**config.mk**
```make
export PLATFORM = sky130hd
export DESIGN_NAME = cpu_seq_ctrl
export DESIGN_NICKNAME = d
export VERILOG_FILES = /design/src/rtl/cpu_seq_ctrl.sv
export SDC_FILE = /design/constraint.sdc
export NUM_CORES = 1
export LEC_CHECK = 0
export ABC_AREA = 1
export BUFFER_PORTS_ARGS = -buffer_cell sky130_fd_sc_hd__clkbuf_2
export CORE_ASPECT_RATIO = 0.5
export CORE_MARGIN = 1
export CORE_UTILIZATION = 41
export DETAILED_ROUTE_END_ITERATION = 8
export GPL_TIMING_DRIVEN = 0
export HOLD_SLACK_MARGIN = 0.08
export PLACE_DENSITY = 0.89
export SLEW_MARGIN = 20
export SYNTH_ARGS = -nofsm -noshare
export SYNTH_HDL_FRONTEND = slang
export SYNTH_SLANG_ARGS = --single-unit
```
**constraint.sdc**
```tcl
create_clock -name clk -period 1.5 [get_ports clk]
set_input_delay 0.15 -clock clk [delete_from_list [all_inputs] [get_ports clk]]
set_output_delay 0.15 -clock clk [all_outputs]
set_load 0.03 [all_outputs]
```
**src/rtl/cpu_seq_ctrl.sv**
```systemverilog
// cpu_seq_ctrl: multi-cycle RV32 control FSM (fetch/decode/exec/mem/wb); define CTRL_PERF_CNT_EN for the retired-instruction counter
module cpu_seq_ctrl #(
  parameter int MEM_TIMEOUT = 15,
  parameter int CNT_W = 32
) (
  input  logic             clk,
  input  logic             reset,
  input  logic [31:0]      ins,
  input  logic             zero,
  input  logic             mem_ready,
  output logic             pc_we,
  output logic [1:0]       pc_sel,
  output logic             ir_we,
  output logic             RegWrite,
  output logic             ALUSrc,
  output logic [2:0]       op,
  output logic             MemRead,
  output logic             MemWrite,
  output logic [1:0]       wb_sel,
  output logic [2:0]       state,
  output logic             halted,
  output logic [1:0]       err,
  output logic [CNT_W-1:0] retired
);
  localparam logic [2:0] FETCH = 3'd0, DECODE = 3'd1, EXEC = 3'd2, MEM = 3'd3, WB = 3'd4, HALT = 3'd7;
  localparam logic [2:0] OP_ADD = 3'b010, OP_SUB = 3'b110;
  localparam int TW = $clog2(MEM_TIMEOUT + 1);
  logic [2:0] state_q, state_d;
  logic [1:0] err_q, err_d;
  logic [TW-1:0] tcnt_q, tcnt_d;
  logic [2:0] f3, alu_op;
  logic is_r, is_i, is_lw, is_sw, is_beq, is_jal, alu_ok, legal, rd_nz, waiting, tout;
  logic unused_ins;
  assign f3 = ins[14:12];
  assign is_r = ins[6:0] == 7'b0110011;
  assign is_i = ins[6:0] == 7'b0010011;
  assign is_lw = ins[6:0] == 7'b0000011;
  assign is_sw = ins[6:0] == 7'b0100011;
  assign is_beq = ins[6:0] == 7'b1100011;
  assign is_jal = ins[6:0] == 7'b1101111;
  assign rd_nz = ins[11:7] != 5'd0;
  assign alu_ok = f3 == 3'b000 || f3 == 3'b111 || f3 == 3'b110 || f3 == 3'b010;
  assign alu_op = f3 == 3'b111 ? 3'b000 : f3 == 3'b110 ? 3'b001 : f3 == 3'b010 ? 3'b111 :
                  (is_r && ins[30]) ? OP_SUB : OP_ADD;
  assign legal = is_lw | is_sw | is_beq | is_jal | ((is_r | is_i) & alu_ok);
  assign waiting = (state_q == FETCH || state_q == MEM) && !mem_ready;
  // ready in the limit cycle wins because tout requires !mem_ready
  assign tout = waiting && tcnt_q == TW'(MEM_TIMEOUT - 1);
  assign unused_ins = ^{ins[31], ins[29:15]};
  always_ff @(posedge clk) begin
    if (reset) begin
      state_q <= FETCH;
      err_q <= 2'b00;
      tcnt_q <= '0;
    end else begin
      state_q <= state_d;
      err_q <= err_d;
      tcnt_q <= tcnt_d;
    end
  end
  always_comb begin
    state_d = state_q;
    err_d = err_q;
    case (state_q)
      FETCH:  state_d = mem_ready ? DECODE : tout ? HALT : FETCH;
      DECODE: state_d = legal ? EXEC : HALT;
      EXEC:   state_d = (is_r | is_i) ? WB : (is_lw | is_sw) ? MEM : FETCH;
      MEM:    state_d = mem_ready ? (is_lw ? WB : FETCH) : tout ? HALT : MEM;
      WB:     state_d = FETCH;
      default: state_d = HALT;
    endcase
    if (state_q == DECODE && !legal) err_d = 2'b01;
    if (tout) err_d = 2'b10;
    tcnt_d = state_d != state_q ? '0 : tcnt_q + TW'(waiting);
  end
  always_comb begin
    pc_we = 1'b0;
    pc_sel = 2'b00;
    ir_we = 1'b0;
    RegWrite = 1'b0;
    ALUSrc = 1'b0;
    op = 3'b000;
    MemRead = 1'b0;
    MemWrite = 1'b0;
    wb_sel = 2'b00;
    if (!reset) begin
      case (state_q)
        FETCH: begin
          MemRead = 1'b1;
          ir_we = mem_ready;
        end
        EXEC: begin
          ALUSrc = is_i | is_lw | is_sw;
          op = (is_r | is_i) ? alu_op : is_beq ? OP_SUB : is_jal ? 3'b000 : OP_ADD;
          RegWrite = is_jal & rd_nz;
          wb_sel = is_jal ? 2'b10 : 2'b00;
          pc_we = is_beq | is_jal;
          pc_sel = is_jal ? 2'b10 : (is_beq && zero) ? 2'b01 : 2'b00;
        end
        MEM: begin
          ALUSrc = 1'b1;
          op = OP_ADD;
          MemRead = is_lw;
          MemWrite = is_sw;
          pc_we = is_sw & mem_ready;
        end
        WB: begin
          ALUSrc = !is_r;
          op = is_lw ? OP_ADD : alu_op;
          RegWrite = rd_nz;
          wb_sel = is_lw ? 2'b01 : 2'b00;
          pc_we = 1'b1;
        end
        default: ;
      endcase
    end
  end
  assign state = state_q;
  assign halted = state_q == HALT;
  assign err = err_q;
`ifdef CTRL_PERF_CNT_EN
  logic [CNT_W-1:0] ret_q;
  always_ff @(posedge clk) begin
    if (reset) ret_q <= '0;
    else ret_q <= ret_q + CNT_W'(pc_we);
  end
  assign retired = ret_q;
`else
  assign retired = '0;
`endif
endmodule

```
==> results of run 1 <==
worst paths after layout:
path	start	slack, ns	endpoint	depth (start not counted)
worst min register to register	err[0]	0.46	err[0]	2
worst min-delay path	reset	0.37	state[2]	4
worst max register to register	state[0]	-0.16	tcnt_q[0]	10
worst max-delay path	state[0]	-0.18	pc_we	9
layout make-up:
| cell class | count | share of cell area [%] |
|---|---|---|
| multi-input cells | 160 | 45.6 |
| repair buffers | 57 | 22.0 |
| plain buffers | 33 | 12.3 |
| flip-flops and latches | 9 | 9.66 |
| inverters | 28 | 5.81 |
| well taps | 37 | 2.34 |
| clock buffers | 4 | 2.27 |
worst min-delay path, cell delays in order:
cell	delay, ns
clkbuf_2	0.13
inv_1	0.16
nand2_1	0.11
inv_1	0.03
metal layers:
| layer | wire [um] | up-vias |
|---|---|---|
| li1 | - | 745 |
| met1 | 1440 | 683 |
| met2 | 1950 | 113 |
| met3 | 438 | 21 |
| met4 | 159 | 0 |
| met5 | 0 | - |
metrics by stage:
stage               setup TNS (ns)  instances
floorplan                  -0.0325        231
global placement            -0.912        306
detailed placement          -0.952        306
CTS                          -1.00        324
global route                 -2.86        328
finish                       -1.89        328
timing repair:
item / 4_1_cts / 5_1_grt
pin swaps: 9 / 6
endpoints found under the setup margin: 15 / 19
gates resized for setup: 30 / 36
buffers inserted: 15 / 4
where the power goes:
part	switching, mW	leakage [nW]	internal (mW)
combinational	0.880	0.973	0.554
clock	0.105	0.0228	0.186
sequential	0.0711	0.0753	0.296
total	1.06	1.07	1.04
cell usage after synthesis (3+ instances only):
| cell | count |
|---|---|
| a21oi_1 | 10 |
| inv_1 | 26 |
| nor2_1 | 27 |
| nand2_2 | 5 |
| buf_4 | 32 |
| dfxtp_1 | 9 |
| nand3_2 | 5 |
| nand3_1 | 13 |
| nor3_1 | 4 |
| nand2_1 | 41 |
| nor2_2 | 6 |
| o21ai_0 | 3 |
cell families after synthesis:
kind of cell	count (synthesis)	share of synthesized area (%)
buffers and inverters	62	30.7
adders and majority gates	2	2.12
and+or+nand+nor	107	42.4
DFF	9	15.2
other	1	0.317
AOI/OAI and AO/OA	17	7.73
xor gates and xnor gates	2	1.48
registers in the layout, summed over array words and instances, names as in the netlist:
signal,flops
err,2
state,3
tcnt_q,4
==> results.json, run 1 <==
{
  "outcome": "finished with violations",
  "violations": "negative setup slack",
  "clk_path_buf_depth": 2,
  "grt_pass1_vias": 1272,
  "synth_edf_count": 0,
  "firstDrtPassIters": 5,
  "finalSetupViolations": 16,
  "start_kind": "register",
  "syn-cell-area_um2": 1180,
  "crit_buf_inv": 3,
  "pre_cts_ws_ns": -0.183,
  "synth_top_flop_cell": "dfxtp_1",
  "met3_usage_pct": 4.77,
  "yosysUniqueCellTypes": 29,
  "clk_latency_ns": 0.24,
  "hold_viol": 0,
  "fin_skew_ns": 0.00507,
  "gp_congestion": 0.927,
  "n_fill_cell": 207,
  "io_buffers": 38,
  "root_buffer": "clkbuf_8",
  "core-area_um2": 2670,
  "cts_tree": "built",
  "cts_num_sinks": 9,
  "hold_class": "primary input to register",
  "cts_buffers": 3,
  "cp_max_fo": 4,
  "synth_warnings": 0,
  "slew_viol_final": 0,
  "rsz0062_at_grt": "yes",
  "viasPerCell": 4.76,
  "grt_pass1_wl_mm": 5.30,
  "path_cells": "buf_6 -> nor2_4 -> nand3_2 -> nand2_2 -> a21oi_2 -> o21ai_1 -> nand2_1 -> inv_2 -> buf_8",
  "synthCells": 200,
  "grt_usage_pct": 22.6,
  "crit_path_end_kind": "output port",
  "register_area_um2": 191,
  "critPathMaxStageDelay_ns": 0.37,
  "cp.arrival_ns": 1.53,
  "cts.hold.buffers_added": 0,
  "ctsHtreeMaxLevel": 1,
  "ys_seq_elements": 9,
  "die_y_um": 40.0,
  "antenna_cells": 0,
  "yosys-top-cells-area": "buf_4 20%, dfxtp_1 15%, nand2_1 13%",
  "crit_path_top_delay_cell": "dfxtp_4",
  "fin_ws_ns": -0.184,
  "syn_avg_cell_area_um2": 5.91,
  "finalCritPeriodShare_pct": 112,
  "cp_data_required_time_ns": 1.35,
  "clk_pin_slew_ns": 0.05,
  "timing.final.crit_period_ns": 1.68,
  "grt_max_degree": 11,
  "ant_nets": 0,
  "hpwl_mm": 2.36,
  "met1_usage_pct": 24.6,
  "synth_top_area_cell": "buf_4",
  "whs_ns": 0.375,
  "wl_per_cell_um": 12.2,
  "power_mw": 2.09,
  "vias": 1562,
  "crit_type": "register to output port",
  "grt.busiest_layer": "met2",
  "final_util_pct": 74.3,
  "final_common_cell": "buf_4",
  "drcViolationCount": 0,
  "antenna_found_initial": 0,
  "fin_area_um2": 1980,
  "async_flop_share_pct": 0,
  "drtIter0Drc": 162,
  "synth_top_cell_area_share_pct": 20.3,
  "most-common-layout-cells": "51 x buf_4, 36 x nand2_1, 32 x conb_1",
  "drv_cap": 0,
  "grt_overflow": 0,
  "initial_utilization_pct": 44.3,
  "crit_family": "simple AND/OR/NAND/NOR gates",
  "pin_count": 87,
  "rows": 13,
  "cellPowerDensity_nw_per_um2": 1060,
  "routed_wl_mm": 4.00,
  "tightest_slew_ns": 0.787,
  "dpl_cell_area_um2": 1610,
  "met2_usage_pct": 46.7,
  "die_w_um": 77.9,
  "dieArea_um2": 3120,
  "seq_area_frac_synth_pct": 15.2,
  "irDropWorstVdd_mv": 0.431,
  "leakagePower_nw": 1.07,
  "layout-drive-gt1-share_pct": 49.8,
  "area_growth_syn_to_layout_pct": 67.6,
  "slew_headroom_pct": 47.5,
  "fmax_ghz": 0.594,
  "final_nets": 330,
  "multi_input_area_um2": 905
}
No activity file was read; power rests on OpenSTA's default activity.
==> run 2: changes to the inputs <==
Settings changed: SKIP_CTS_REPAIR_TIMING set to 1.
==> run 2 against run 1 <==
Effect of this change: the run still ends with negative setup slack left; clock power is 3% lower; worst hold slack improved by 0.0093 ns; global-route usage down 3.9 points; sequential share of layout area rose by 0.46 points; power decreased by 4.7%; die area is the same; non-clock buffer count decreased by 2; clock skew shrank 0.0041 ns; via count shrank 4.0%; first-iteration DRC count down 7.4%; critical endpoint unchanged; largest cell class unchanged.
==> results.json, run 2 (same netlist as run 1, synthesis figures left out) <==
{
  "crit_buf_inv": 3,
  "largest_reg_flops": 4,
  "switchingPower_mw": 1.00,
  "slew_headroom_pct": 56.8,
  "hold_path_end": "state[1]",
  "cellPowerDensity_nw_per_um2": 1050,
  "n_fill_cell": 222,
  "gp_congestion": 0.927,
  "timing.final.crit_period_ns": 1.74,
  "ant_nets": 0,
  "drv_cap": 0,
  "cts_buffers": 3,
  "final_nets": 328,
  "hold_depth": 4,
  "largest-register": "tcnt_q",
  "power_frac_clock_pct": 14.1,
  "grt_usage_pct": 18.7,
  "drtIter0Drc": 150,
  "power_mw": 1.99,
  "cts_num_sinks": 9,
  "p_seq_share_pct": 18.8,
  "critPathMaxStageDelay_ns": 0.36,
  "finalCritPeriodShare_pct": 116,
  "p_sw_share_pct": 50.1,
  "clk_pin_slew_ns": 0.04,
  "hpwl_mm": 2.36,
  "rsz0062_at_grt": "yes",
  "start_kind": "register",
  "reg2regPathDepth": 12,
  "grt_max_degree": 11,
  "leakagePower_nw": 1.05,
  "violations": "negative setup slack",
  "irDropWorstVdd_mv": 0.443,
  "r2r_slack_ns": -0.05,
  "cp_data_required_time_ns": 1.35,
  "layout-drive-gt1-share_pct": 46.7,
  "grt_overflow": 0,
  "outcome": "finished with violations",
  "final_util_pct": 70.9,
  "root_buffer": "clkbuf_8",
  "crit_path_top_delay_cell": "dfxtp_4",
  "tightest_slew_ns": 0.648,
  "core-area_um2": 2670,
  "p_comb_share_pct": 67.1,
  "dieArea_um2": 3120,
  "slew_viol_final": 0,
  "dp_cells": 306,
  "grt_pass1_vias": 1117,
  "grt_pass1_wl_mm": 4.43,
  "most-common-layout-cells": "54 x buf_4, 38 x nand2_1, 32 x conb_1",
  "die_y_um": 40.0,
  "clk_latency_ns": 0.23,
  "rows": 13,
  "crit_path_end_kind": "output port",
  "routed_wl_mm": 3.44,
  "r2r-start": "state[2]",
  "finalSetupViolations": 12,
  "worstReg2RegEnd": "tcnt_q[3]",
  "hold_viol": 0,
  "crit_type": "register to output port",
  "antenna_cells": 0,
  "pin_count": 87,
  "whs_ns": 0.384,
  "firstDrtPassIters": 5,
  "internal_power_mw": 0.995,
  "cp_max_fo": 7,
  "die_w_um": 77.9,
  "wl_per_cell_um": 10.6,
  "initial_utilization_pct": 44.3,
  "cp.arrival_ns": 1.59,
  "vias": 1499,
  "clk_path_buf_depth": 2,
  "crit_family": "simple AND/OR/NAND/NOR gates",
  "fmax_ghz": 0.575,
  "cts_tree": "built",
  "finalNonFillerCells": 326,
  "fin_ws_ns": -0.240,
  "antenna_found_initial": 0,
  "ctsHtreeMaxLevel": 1,
  "viasPerCell": 4.60,
  "io_buffers": 38,
  "drcViolationCount": 0,
  "path_cells": "inv_8 -> nand2_4 -> nor2_4 -> nand3_2 -> nand2_2 -> a21oi_1 -> o21ai_1 -> nand2_1 -> inv_1 -> buf_6",
  "area_growth_syn_to_layout_pct": 60.0,
  "setup_tns_ns": -1.48,
  "fin_skew_ns": 0.000955,
  "hold_class": "primary input to register",
  "final_common_cell": "buf_4",
  "hp-start": "reset"
}
-- run 2: changes by cell type in the layout (fill, tap and decap cells not counted), sizes merged --
cell	delta
clkbuf	-2
-- run 2: power groups by stage --
stage	Clock, mW	Sequential [mW]	Combinational, mW
2_1_floorplan	0	0.406	0.797
3_5_place_dp	0	0.345	1.06
6_report	0.281	0.375	1.34
3_3_place_gp	0	0.343	1.03
5_1_grt	0.300	0.381	1.42
4_1_cts	0.283	0.342	1.07
-- run 2: worst min-delay path, stage by stage --
cell and delay, ns:
clkbuf_2 0.13, inv_1 0.16, nand2_1 0.11, inv_1 0.03
-- run 2: layout make-up --
cell class                 count  area [um^2]  share of cell area, %
buffer                        33          244                   12.9
clock buffer                   4         45.0                   2.38
inverter                      28          120                   6.35
multi-input combinational    160          877                   46.4
sequential                     9          191                   10.1
tap                           37         46.3                   2.45
timing repair buffer          55          368                   19.4
-- run 2: worst max path at each step --
| stage | startpoint | to | slack, ns | cells past startpoint |
|---|---|---|---|---|
| final | state[2] | pc_we | -0.24 | 10 |
| after CTS | state[1] | op[2] | -0.43 | 9 |
| after floorplan | state[1] | op[2] | -0.03 | 8 |
| after global routing | state[2] | pc_we | -0.28 | 10 |
| after global placement | state[1] | op[2] | -0.16 | 9 |
| after detailed placement | state[1] | op[2] | -0.18 | 9 |
-- run 2: per-stage QoR --
stage,setup WS [ns],instance area (um^2)
after floorplan,-0.0325,1380
after global routing,-0.279,1890
after global placement,-0.155,1610
final,-0.240,1890
after CTS,-0.430,1660
after detailed placement,-0.183,1610
-- run 2: routing by layer --
layer,global-route usage (%),part of all wire [%],vias up
met5,0,0,-
met4,4.63,2.4,0
met3,4.55,10,13
met2,39.6,50,90
met1,20.0,38,652
li1,-,-,744
==> run 3: changes to the inputs <==
Settings changed: RECOVER_POWER set to 100.
==> run 3 against run 2 <==
Effect of this change: the run still ends with negative setup slack left; clock skew is essentially flat; register-to-register slack is essentially flat; wire length is essentially flat; cell area shrank 0.13%; sequential power is essentially flat; power shrank 0.13%; largest cell class unchanged; largest power group unchanged; highest routed layer unchanged.
==> results.json, run 3 (same netlist as run 1, synthesis figures left out) <==
{
  "cts_buffers": 3,
  "antenna_found_initial": 0,
  "io_buffers": 38,
  "layout-drive-gt1-share_pct": 46.0,
  "rows": 13,
  "cts_num_sinks": 9,
  "fin_ws_ns": -0.239,
  "clk_pin_slew_ns": 0.04,
  "fin_area_um2": 1890,
  "grt_max_degree": 11,
  "crit_path_end_kind": "output port",
  "rsz0062_at_grt": "yes",
  "dieArea_um2": 3120,
  "antenna_cells": 0,
  "hpwl_mm": 2.36,
  "area_growth_syn_to_layout_pct": 59.8,
  "largest_reg_flops": 4,
  "cp.arrival_ns": 1.59,
  "core-area_um2": 2670,
  "reg2regPathDepth": 11,
  "finalSetupViolations": 12,
  "start_kind": "register",
  "cp_max_fo": 7,
  "irDropWorstVdd_mv": 0.444,
  "grt_usage_pct": 18.7,
  "drcViolationCount": 0,
  "fin_skew_ns": 0.000958,
  "root_buffer": "clkbuf_8",
  "finalCritPeriodShare_pct": 116,
  "tightest_slew_ns": 0.648,
  "dpl_cell_area_um2": 1610,
  "viasPerCell": 4.61,
  "timing.final.crit_period_ns": 1.74,
  "grt_pass1_wl_mm": 4.43,
  "crit_type": "register to output port",
  "cts_tree": "built",
  "firstDrtPassIters": 6,
  "fmax_ghz": 0.575,
  "drtIter0Drc": 150,
  "violations": "negative setup slack",
  "cp_data_required_time_ns": 1.35,
  "drv_cap": 0,
  "clk_latency_ns": 0.23,
  "routed_wl_mm": 3.44,
  "slew_viol_final": 0,
  "ant_nets": 0,
  "grt_pass1_vias": 1117,
  "die_y_um": 40.0,
  "wl_per_cell_um": 10.6,
  "cellPowerDensity_nw_per_um2": 1050,
  "setup_tns_ns": -1.47,
  "hold_class": "primary input to register",
  "vias": 1503,
  "outcome": "finished with violations",
  "most-common-layout-cells": "54 x buf_4, 38 x nand2_1, 32 x conb_1",
  "hold_depth": 4,
  "final_nets": 328,
  "final_common_cell": "buf_4",
  "hold_viol": 0,
  "slew_headroom_pct": 56.8,
  "pin_count": 87,
  "ctsHtreeMaxLevel": 1,
  "gp_congestion": 0.927,
  "initial_utilization_pct": 44.3,
  "die_w_um": 77.9,
  "largest-register": "tcnt_q",
  "power_mw": 1.99,
  "grt_overflow": 0,
  "clk_path_buf_depth": 2,
  "leakagePower_nw": 1.04
}
## run 3: cell counts in the layout (fill, tap and decap cells not counted)
Identical to the previous run, type by type.
## run 3: worst paths after layout
kind / startpoint / end / slack [ns]
hold / removal: reset / state[1] / 0.38
hold reg to reg: err[0] / err[0] / 0.45
setup reg to reg: state[2] / tcnt_q[3] / -0.05
setup / recovery: state[2] / pc_we / -0.24
## run 3: routing by layer
layer / up-vias / track usage (%) / wire length (um)
met3: 13 / 4.55 / 338
met1: 656 / 20.0 / 1310
li1: 743 / - / -
met4: 0 / 4.63 / 83
met5: - / 0 / 0
met2: 91 / 39.6 / 1710
## run 3: cell type report
class | count | area (um^2)
tap | 37 | 46.3
timing repair buffer | 55 | 365
inverter | 28 | 120
clock buffer | 4 | 45.0
multi-input combinational | 160 | 877
buffer | 33 | 244
sequential | 9 | 191
fill | 223 | 778
## run 3: worst max-delay path, stage by stage (launching register included)
cell and delay [ns]:
dfxtp_4 0.36, inv_8 0.08, nand2_4 0.05, nor2_4 0.21, nand3_2 0.13, nand2_2 0.10
a21oi_1 0.05, o21ai_1 0.09, nand2_1 0.08, inv_1 0.07, buf_6 0.12
## run 3: report_power, final
group	total, mW	internal (mW)	leakage, nW	switching, mW
Clock	0.281	0.185	0.0228	0.0955
Sequential	0.375	0.297	0.0753	0.0782
Combinational	1.34	0.512	0.943	0.825
## run 3: stage by stage
stage	utilization (%)	setup slack (ns)	cells	hold WS, ns
after floorplan	-	-0.0325	231	0.347
after CTS	62.1	-0.430	310	0.344
final	70.8	-0.239	326	0.383
after global routing	70.8	-0.279	326	0.380
after global placement	60.5	-0.155	306	0.435
after detailed placement	60.5	-0.183	306	0.443
